===== src/rtl/fifo_write_arbiter.sv =====
// Round-robin arbiter sharing one async-FIFO write port (wclk domain) among NREQ requesters,
// with bounded bursts of MAX_BURST words. Define FIFO_ARB_PRIORITY_EN to give requester 0 fixed priority.
module fifo_write_arbiter #(
    parameter int DSIZE     = 8,
    parameter int NREQ      = 4,
    parameter int MAX_BURST = 4
) (
    input  logic                    wclk,
    input  logic                    wrst,
    input  logic [NREQ-1:0]         req,
    input  logic [NREQ*DSIZE-1:0]   req_data,
    output logic [NREQ-1:0]         ack,
    input  logic                    wfull,
    output logic                    winc,
    output logic [DSIZE-1:0]        wdata,
    output logic                    busy,
    output logic [$clog2(NREQ)-1:0] owner
);

    localparam int OW = $clog2(NREQ);
    localparam int CW = $clog2(MAX_BURST + 1);

    typedef enum logic {
        IDLE = 1'b0,
        OWN  = 1'b1
    } state_t;

    state_t        state_q, state_d;
    logic [OW-1:0] owner_q, owner_d;
    logic [OW-1:0] rr_ptr_q, rr_ptr_d;
    logic [CW-1:0] burst_cnt_q, burst_cnt_d;

    // First requester at or after ptr, wrapping modulo NREQ.
    function automatic logic [OW-1:0] rr_pick(input logic [NREQ-1:0] r, input logic [OW-1:0] ptr);
        logic          found;
        logic [OW-1:0] pick;
        int            idx;
        found = 1'b0;
        pick  = '0;
        for (int k = 0; k < NREQ; k++) begin
            idx = (int'(ptr) + k) % NREQ;
            if (!found && r[idx]) begin
                found = 1'b1;
                pick  = OW'(idx);
            end
        end
        return pick;
    endfunction

    always_ff @(posedge wclk) begin
        if (wrst) begin
            state_q     <= IDLE;
            owner_q     <= '0;
            rr_ptr_q    <= '0;
            burst_cnt_q <= '0;
        end else begin
            state_q     <= state_d;
            owner_q     <= owner_d;
            rr_ptr_q    <= rr_ptr_d;
            burst_cnt_q <= burst_cnt_d;
        end
    end

    always_comb begin
        state_d     = state_q;
        owner_d     = owner_q;
        rr_ptr_d    = rr_ptr_q;
        burst_cnt_d = burst_cnt_q;
        case (state_q)
            IDLE: begin
                if (|req) begin
`ifdef FIFO_ARB_PRIORITY_EN
                    if (req[0]) owner_d = '0;
                    else        owner_d = rr_pick({req[NREQ-1:1], 1'b0}, rr_ptr_q);
`else
                    owner_d = rr_pick(req, rr_ptr_q);
`endif
                    burst_cnt_d = '0;
                    state_d     = OWN;
                end
            end
            OWN: begin
                if (winc) burst_cnt_d = burst_cnt_q + CW'(1);
                // A withdrawn request ends the grant even while the FIFO is full.
                if ((winc && burst_cnt_q == CW'(MAX_BURST - 1)) || !req[owner_q]) begin
                    state_d  = IDLE;
                    rr_ptr_d = (owner_q == OW'(NREQ - 1)) ? '0 : owner_q + OW'(1);
                end
            end
            default: state_d = IDLE;
        endcase
    end

    always_comb begin
        busy  = (state_q == OWN);
        owner = owner_q;
        winc  = busy && req[owner_q] && !wfull && !wrst;
        ack   = '0;
        ack[owner_q] = winc;
        wdata = winc ? req_data[owner_q*DSIZE +: DSIZE] : '0;
    end

endmodule


===== config.mk =====
export PLATFORM = sky130hd
export DESIGN_NAME = fifo_write_arbiter
export DESIGN_NICKNAME = d
export VERILOG_FILES = /design/src/rtl/fifo_write_arbiter.sv
export SDC_FILE = /design/constraint.sdc
export NUM_CORES = 1
export LEC_CHECK = 0
export BUFFER_PORTS_ARGS = -buffer_cell sky130_fd_sc_hd__buf_2
export CORE_MARGIN = 5
export CORE_UTILIZATION = 23
export DETAILED_ROUTE_END_ITERATION = 6
export GPL_TIMING_DRIVEN = 0
export PLACE_DENSITY = 0.47
export SKIP_CTS_REPAIR_TIMING = 1
export SYNTH_ARGS = -nofsm -noshare
export SYNTH_HDL_FRONTEND = slang
export SYNTH_SLANG_ARGS = --single-unit

===== constraint.sdc =====
create_clock -name wclk -period 1.85 [get_ports wclk]
set_input_delay 0.185 -clock wclk [delete_from_list [all_inputs] [get_ports wclk]]
set_output_delay 0.185 -clock wclk [all_outputs]
set_load 0.02 [all_outputs]

==> flow_summary.json, run 1 <==
{
  "status": "finished with violations",
  "violations": "setup timing",
  "vias_per_cell": 4.71,
  "cts_max_path_buffers": 2,
  "grtUsageMet1_pct": 16.9,
  "tightest_slew_ns": 0.467,
  "fin_ws_ns": -0.0712,
  "synth_area_leader_cell": "dfxtp_1",
  "cp.arrival_ns": 1.74,
  "crit_fanout": 6,
  "clock-root-buffer": "clkbuf_8",
  "grt_setup_unrepaired": "true",
  "antenna_found_initial": 0,
  "h-tree-depth": 1,
  "antenna_left": 0,
  "grt_util_met2_pct": 15.4,
  "die_area_um2": 5000,
  "portBuffers": 54,
  "firstDrtPassIters": 4,
  "drc": 0,
  "synth-edff-count": 0,
  "coreArea_um2": 3610,
  "finalPower_uw": 678,
  "cts_buffers": 3,
  "clock_sinks": 8,
  "async_reset_ff_share_pct": 0,
  "yosysSeqAreaShare_pct": 18.9,
  "initial_utilization_pct": 23.5,
  "gr-usage-met3_pct": 4.12,
  "p_leak_uw": 0.000676,
  "critPathCaptureType": "primary output",
  "drive_gt1_share_pct": 61.3,
  "wl_um": 2930,
  "start_kind": "register",
  "yosysTopAreaCellShare_pct": 18.9,
  "syn_to_final_growth_pct": 66.1,
  "synth.net_count": 130,
  "grt_pass1_wl_um": 4690,
  "die_h_um": 70.7,
  "first_iter_violations": 29,
  "fmax_mhz": 521,
  "synthTopCellsByCount": "and3_1 (12), dfxtp_1 (8), inv_1 (7)",
  "final_nets": 197,
  "antennaDiodeCount": 0,
  "io_pins": 55,
  "drv_slew": 0,
  "die_w_um": 70.7,
  "synthCells": 85,
  "synthFlopType": "dfxtp_1",
  "setup_viol": 10,
  "hp-class": "primary input to register",
  "wl_per_cell_um": 14.8,
  "power_density_nw_per_um2": 481,
  "overflow": 0,
  "synth_area_leaders": "dfxtp_1 (19%), mux4_2 (16%), mux4_1 (9.3%), and3_1 (8.8%), ha_1 (8.8%)",
  "grt_max_degree": 11,
  "finalCritPeriodShare_pct": 104,
  "grt_usage_pct": 11.4,
  "maxCapViolations": 0,
  "ir_drop_mv": 0.236,
  "grt_pass1_vias": 925,
  "top_usage_layer": "met1",
  "slew_headroom_pct": 68.6,
  "critical_path_class": "register to primary output",
  "ys_seq_elements": 8,
  "hpwlAfterDp_um": 2310,
  "fin_skew_ns": 0.00603,
  "cp.required_ns": 1.66,
  "clock_latency_ns": 0.23,
  "gp_congestion": 0.837,
  "syn-cell-area_um2": 848,
  "yosysMostFrequentCell": "and3_1",
  "ys_types": 33,
  "syn_avg_cell_area_um2": 9.98,
  "fp-row-count": 22,
  "route.vias.total": 933,
  "path_clk_slew_ns": 0.05,
  "cts_tree": "built",
  "finalCriticalPeriod_ns": 1.92,
  "hold_violations": 0,
  "postLayoutCoreUtil_pct": 39.1,
  "ys_warn_count": 0
}
[worst max-delay path, stage by stage (launching register included)]
cell and delay [ns]:
dfxtp_4 0.36, buf_6 0.12, mux4_2 0.58, buf_6 0.17, and3_4 0.16, buf_6 0.12
[power breakdown]
group,switching (uW),internal (uW),total [uW]
logic,119,148,267
clock network,70.0,141,211
registers,15.3,184,200
[final cells by class]
class,instances,area [um^2]
clock buffers,3,41.3
flip-flops and latches,8,165
repair buffers,62,390
plain buffers,6,50.0
well taps,48,60.1
fillers,383,2200
multi-input cells,64,676
inverters,7,26.3
[stage by stage]
step                setup WS, ns  hold slack [ns]  instance area (um^2)  TNS, ns  instances
finish                   -0.0712            0.320                  1410   -0.621        198
global route              -0.138            0.356                  1410    -1.43        198
CTS                       -0.210            0.350                  1220    -1.89        190
detailed placement        0.0408            0.481                  1180        0        187
global placement          0.0699            0.469                  1180        0        187
floorplan                 0.0946            0.400                   848        0         85
[path summary, 6_finish.rpt]
| kind | startpoint | end | slack, ns | cells after the start |
|---|---|---|---|---|
| worst max register to register | owner[0] | burst_cnt_q[2] | 0.22 | 7 |
| worst min register to register | burst_cnt_q[1] | burst_cnt_q[1] | 0.49 | 2 |
| worst max-delay path | owner[0] | wdata[3] | -0.07 | 5 |
| worst min-delay path | wfull | burst_cnt_q[0] | 0.32 | 4 |
[registers in the layout (all words and copies together), names as in the netlist]
signal	flops
burst_cnt_q	3
owner	2
busy	1
rr_ptr_q	2
[kinds of logic after synthesis]
| group | synth area share, % |
|---|---|
| adder cells (fa/ha/maj) | 8.85 |
| multiplexers | 28.9 |
| flip-flops | 18.9 |
| AO/OA/AOI/OAI | 11.9 |
| buffers and inverters | 8.11 |
| AND/OR/NAND/NOR | 23.3 |
[per-layer routing]
metal / wire length, um / vias to the layer above
met3: 358 / 2
met2: 1140 / 57
met4: 8 / 0
met5: 0 / -
met1: 1420 / 418
li1: - / 456
[cell usage in the layout (no fill, tap or decap), types with 2 or more instances in the layout]
cell type  synthesis  layout
nor2b_1            3       3
inv_1              7       7
buf_2              1      46
ha_1               6       6
mux2i_1            2       2
clkbuf_8           0       3
and3_1            12       3
a21oi_1            3       3
o21ai_0            3       3
buf_4              1       7
nand4b_1           3       3
buf_6              2      13
mux4_1             3       3
nand2_1            4       4
nand2b_1           2       2
and3_4             0       9
nor3_1             2       2
dfxtp_1            8       6
mux4_2             6       6
No activity file was read; power rests on OpenSTA's default activity.
==> run 2, diff against run 1 <==
--- a/config.mk
+++ b/config.mk
@@ -5,12 +5,15 @@
 export SDC_FILE = /design/constraint.sdc
 export NUM_CORES = 1
 export LEC_CHECK = 0
+export ABC_AREA = 1
 export BUFFER_PORTS_ARGS = -buffer_cell sky130_fd_sc_hd__buf_2
 export CORE_MARGIN = 5
 export CORE_UTILIZATION = 23
 export DETAILED_ROUTE_END_ITERATION = 6
 export GPL_TIMING_DRIVEN = 0
-export PLACE_DENSITY = 0.47
+export MAX_ROUTING_LAYER = met4
+export PLACE_DENSITY = 0.45
+export SETUP_SLACK_MARGIN = 0.1
 export SKIP_CTS_REPAIR_TIMING = 1
 export SYNTH_ARGS = -nofsm -noshare
 export SYNTH_HDL_FRONTEND = slang
==> flow_summary.json, run 2 <==
{
  "finalCriticalPeriod_ns": 1.68,
  "crit_path_start": "owner[1]",
  "first_iter_violations": 41,
  "min-delay-start": "wrst",
  "h-tree-depth": 1,
  "finalCritPeriodShare_pct": 90.7,
  "antenna_left": 0,
  "gp_congestion": 0.783,
  "wl_met1_um": 1590,
  "cts_max_path_buffers": 2,
  "critical_path_class": "register to primary output",
  "drv_slew": 0,
  "synth-edff-count": 0,
  "drc": 0,
  "syn_to_final_growth_pct": 53.0,
  "instances_no_fill": 296,
  "wl_met2_um": 1680,
  "route.vias.total": 1296,
  "multiInputGateArea_um2": 737,
  "r2r_end": "burst_cnt_q[2]",
  "syn-cell-area_um2": 998,
  "p_leak_uw": 0.000814,
  "wl_um": 3490,
  "pre_cts_ws_ns": 0.164,
  "syn_avg_cell_area_um2": 5.55,
  "overflow": 0,
  "r2r_start": "owner[1]",
  "hold_violations": 0,
  "ir_drop_mv": 0.488,
  "fin_ws_ns": 0.172,
  "synth_area_leader_cell": "nor2_1",
  "status": "finished, final reports clean",
  "power_density_nw_per_um2": 757,
  "tightest_slew_ns": 0.337,
  "die_w_um": 75.9,
  "grt_usage_pct": 11.9,
  "ys_types": 21,
  "path_cells": "clkbuf_4 > nand3_2 > nand4_4 > buf_8 > a21oi_1 > buf_4",
  "ff_latch_area_um2": 165,
  "synthFlopType": "dfxtp_1",
  "cpPeakStageDelay_ns": 0.33,
  "cts_tree": "built",
  "cp.depth": 6,
  "reg2reg_slack_ns": 0.45,
  "hpwlAfterDp_um": 2680,
  "synth.net_count": 225,
  "io_pins": 55,
  "path_clk_slew_ns": 0.04,
  "r2r_cells": 7,
  "stdcell_area_um2": 1530,
  "synth_area_leaders": "nor2_1 (17%), dfxtp_1 (16%), nand2_1 (14%), o21ai_0 (11%), ha_1 (7.5%)",
  "fmax_mhz": 596,
  "finalSetupTns_ns": 0,
  "layout_common_cells": "buf_2 (43), nor2_1 (41), nand2_1 (37)",
  "critPathCaptureType": "primary output",
  "cts_buffers": 3,
  "die_h_um": 75.9,
  "antennaDiodeCount": 0,
  "wl_per_cell_um": 11.8,
  "final_nets": 291,
  "clock_sinks": 8,
  "ys_seq_elements": 8,
  "start_kind": "register",
  "grt_pass1_vias": 1102,
  "yosysSeqAreaShare_pct": 16.0,
  "cp.arrival_ns": 1.49,
  "drive_gt1_share_pct": 37.7,
  "synthCells": 180,
  "yosysTopAreaCellShare_pct": 16.5,
  "met3_length_um": 199,
  "clock-root-buffer": "clkbuf_8",
  "regMostFlops": "burst_cnt_q",
  "dp_cells": 286,
  "largest_register_ffs": 3,
  "hp-class": "primary input to register",
  "highest_layer": "met4",
  "crit_end": "wdata[2]",
  "cp.required_ns": 1.66,
  "coreArea_um2": 4290,
  "clock_latency_ns": 0.23,
  "place_area_um2": 1330,
  "critPathBufInv": 3,
  "maxCapViolations": 0,
  "fp-row-count": 24,
  "setup_viol": 0,
  "firstDrtPassIters": 4,
  "crit_fanout": 10,
  "mostFrequentLayoutCell": "buf_2",
  "yosysMostFrequentCell": "nor2_1",
  "grt_max_degree": 12,
  "fin_skew_ns": 0.000889,
  "ys_warn_count": 0,
  "antenna_found_initial": 0,
  "fillers": 516,
  "async_reset_ff_share_pct": 0,
  "grt_pass1_wl_um": 5180,
  "grt_setup_unrepaired": "true",
  "synthTopCellsByCount": "nor2_1 (44), nand2_1 (37), o21ai_0 (21)",
  "crit_family": "buffers and inverters",
  "portBuffers": 54,
  "slew_headroom_pct": 77.3,
  "initial_utilization_pct": 23.3,
  "vias_per_cell": 4.38,
  "worst_path_max_delay_cell": "dfxtp_2",
  "die_area_um2": 5760
}
-- run 2: area by class of cell --
class                           count  area share [%]
Sequential cell                     8            10.8
Tap cell                           52            4.26
Clock buffer                        3            2.70
Buffer                              7            4.75
Timing Repair Buffer               61            24.3
Multi-Input combinational cell    145            48.2
Inverter                           20            4.91
-- run 2: worst register-to-register path: cells and delay by family, from the launching register on --
kind,cells,cell delay (ns)
flops,1,0.33
simple gates,4,0.41
compound gates,1,0.15
buf+inv,2,0.39
-- run 2: how the worst min path moves through the flow --
stage / to / slack [ns] / cells after the start
after global placement: burst_cnt_q[1] / 0.40 / 2
after detailed placement: burst_cnt_q[1] / 0.41 / 2
after global routing: burst_cnt_q[1] / 0.18 / 2
final: burst_cnt_q[1] / 0.17 / 2
after floorplan: burst_cnt_q[1] / 0.25 / 1
after CTS: burst_cnt_q[1] / 0.17 / 2
-- run 2: routing by layer --
metal	GRT usage [%]	up-vias
li1	-	704
met1	15.7	567
met2	19.1	21
met3	1.98	4
met4	2.33	0
met5	-	-
-- run 2: stage by stage --
stage	total power, uW	hold slack (ns)	util [%]
after floorplan	688	0.254	-
after global placement	871	0.402	31.1
after detailed placement	868	0.406	31.1
after CTS	1080	0.167	32.0
after global routing	1270	0.182	35.6
final	1160	0.166	35.6
-- run 2: report_power, final --
part           internal, uW  total [uW]  switching [uW]
clock network           141         208            67.5
logic                   288         717             428
registers               200         232            31.1
-- run 2: cell families (layout without fill, tap and decap cells) --
family	count (synthesis)	after routing	share of synthesized area, %
adders and majority gates	6	6	7.52
buffers and inverters	27	91	12.4
DFF	8	8	16.0
and+or+nand+nor	101	101	44.6
AOI/OAI and AO/OA	38	38	19.4
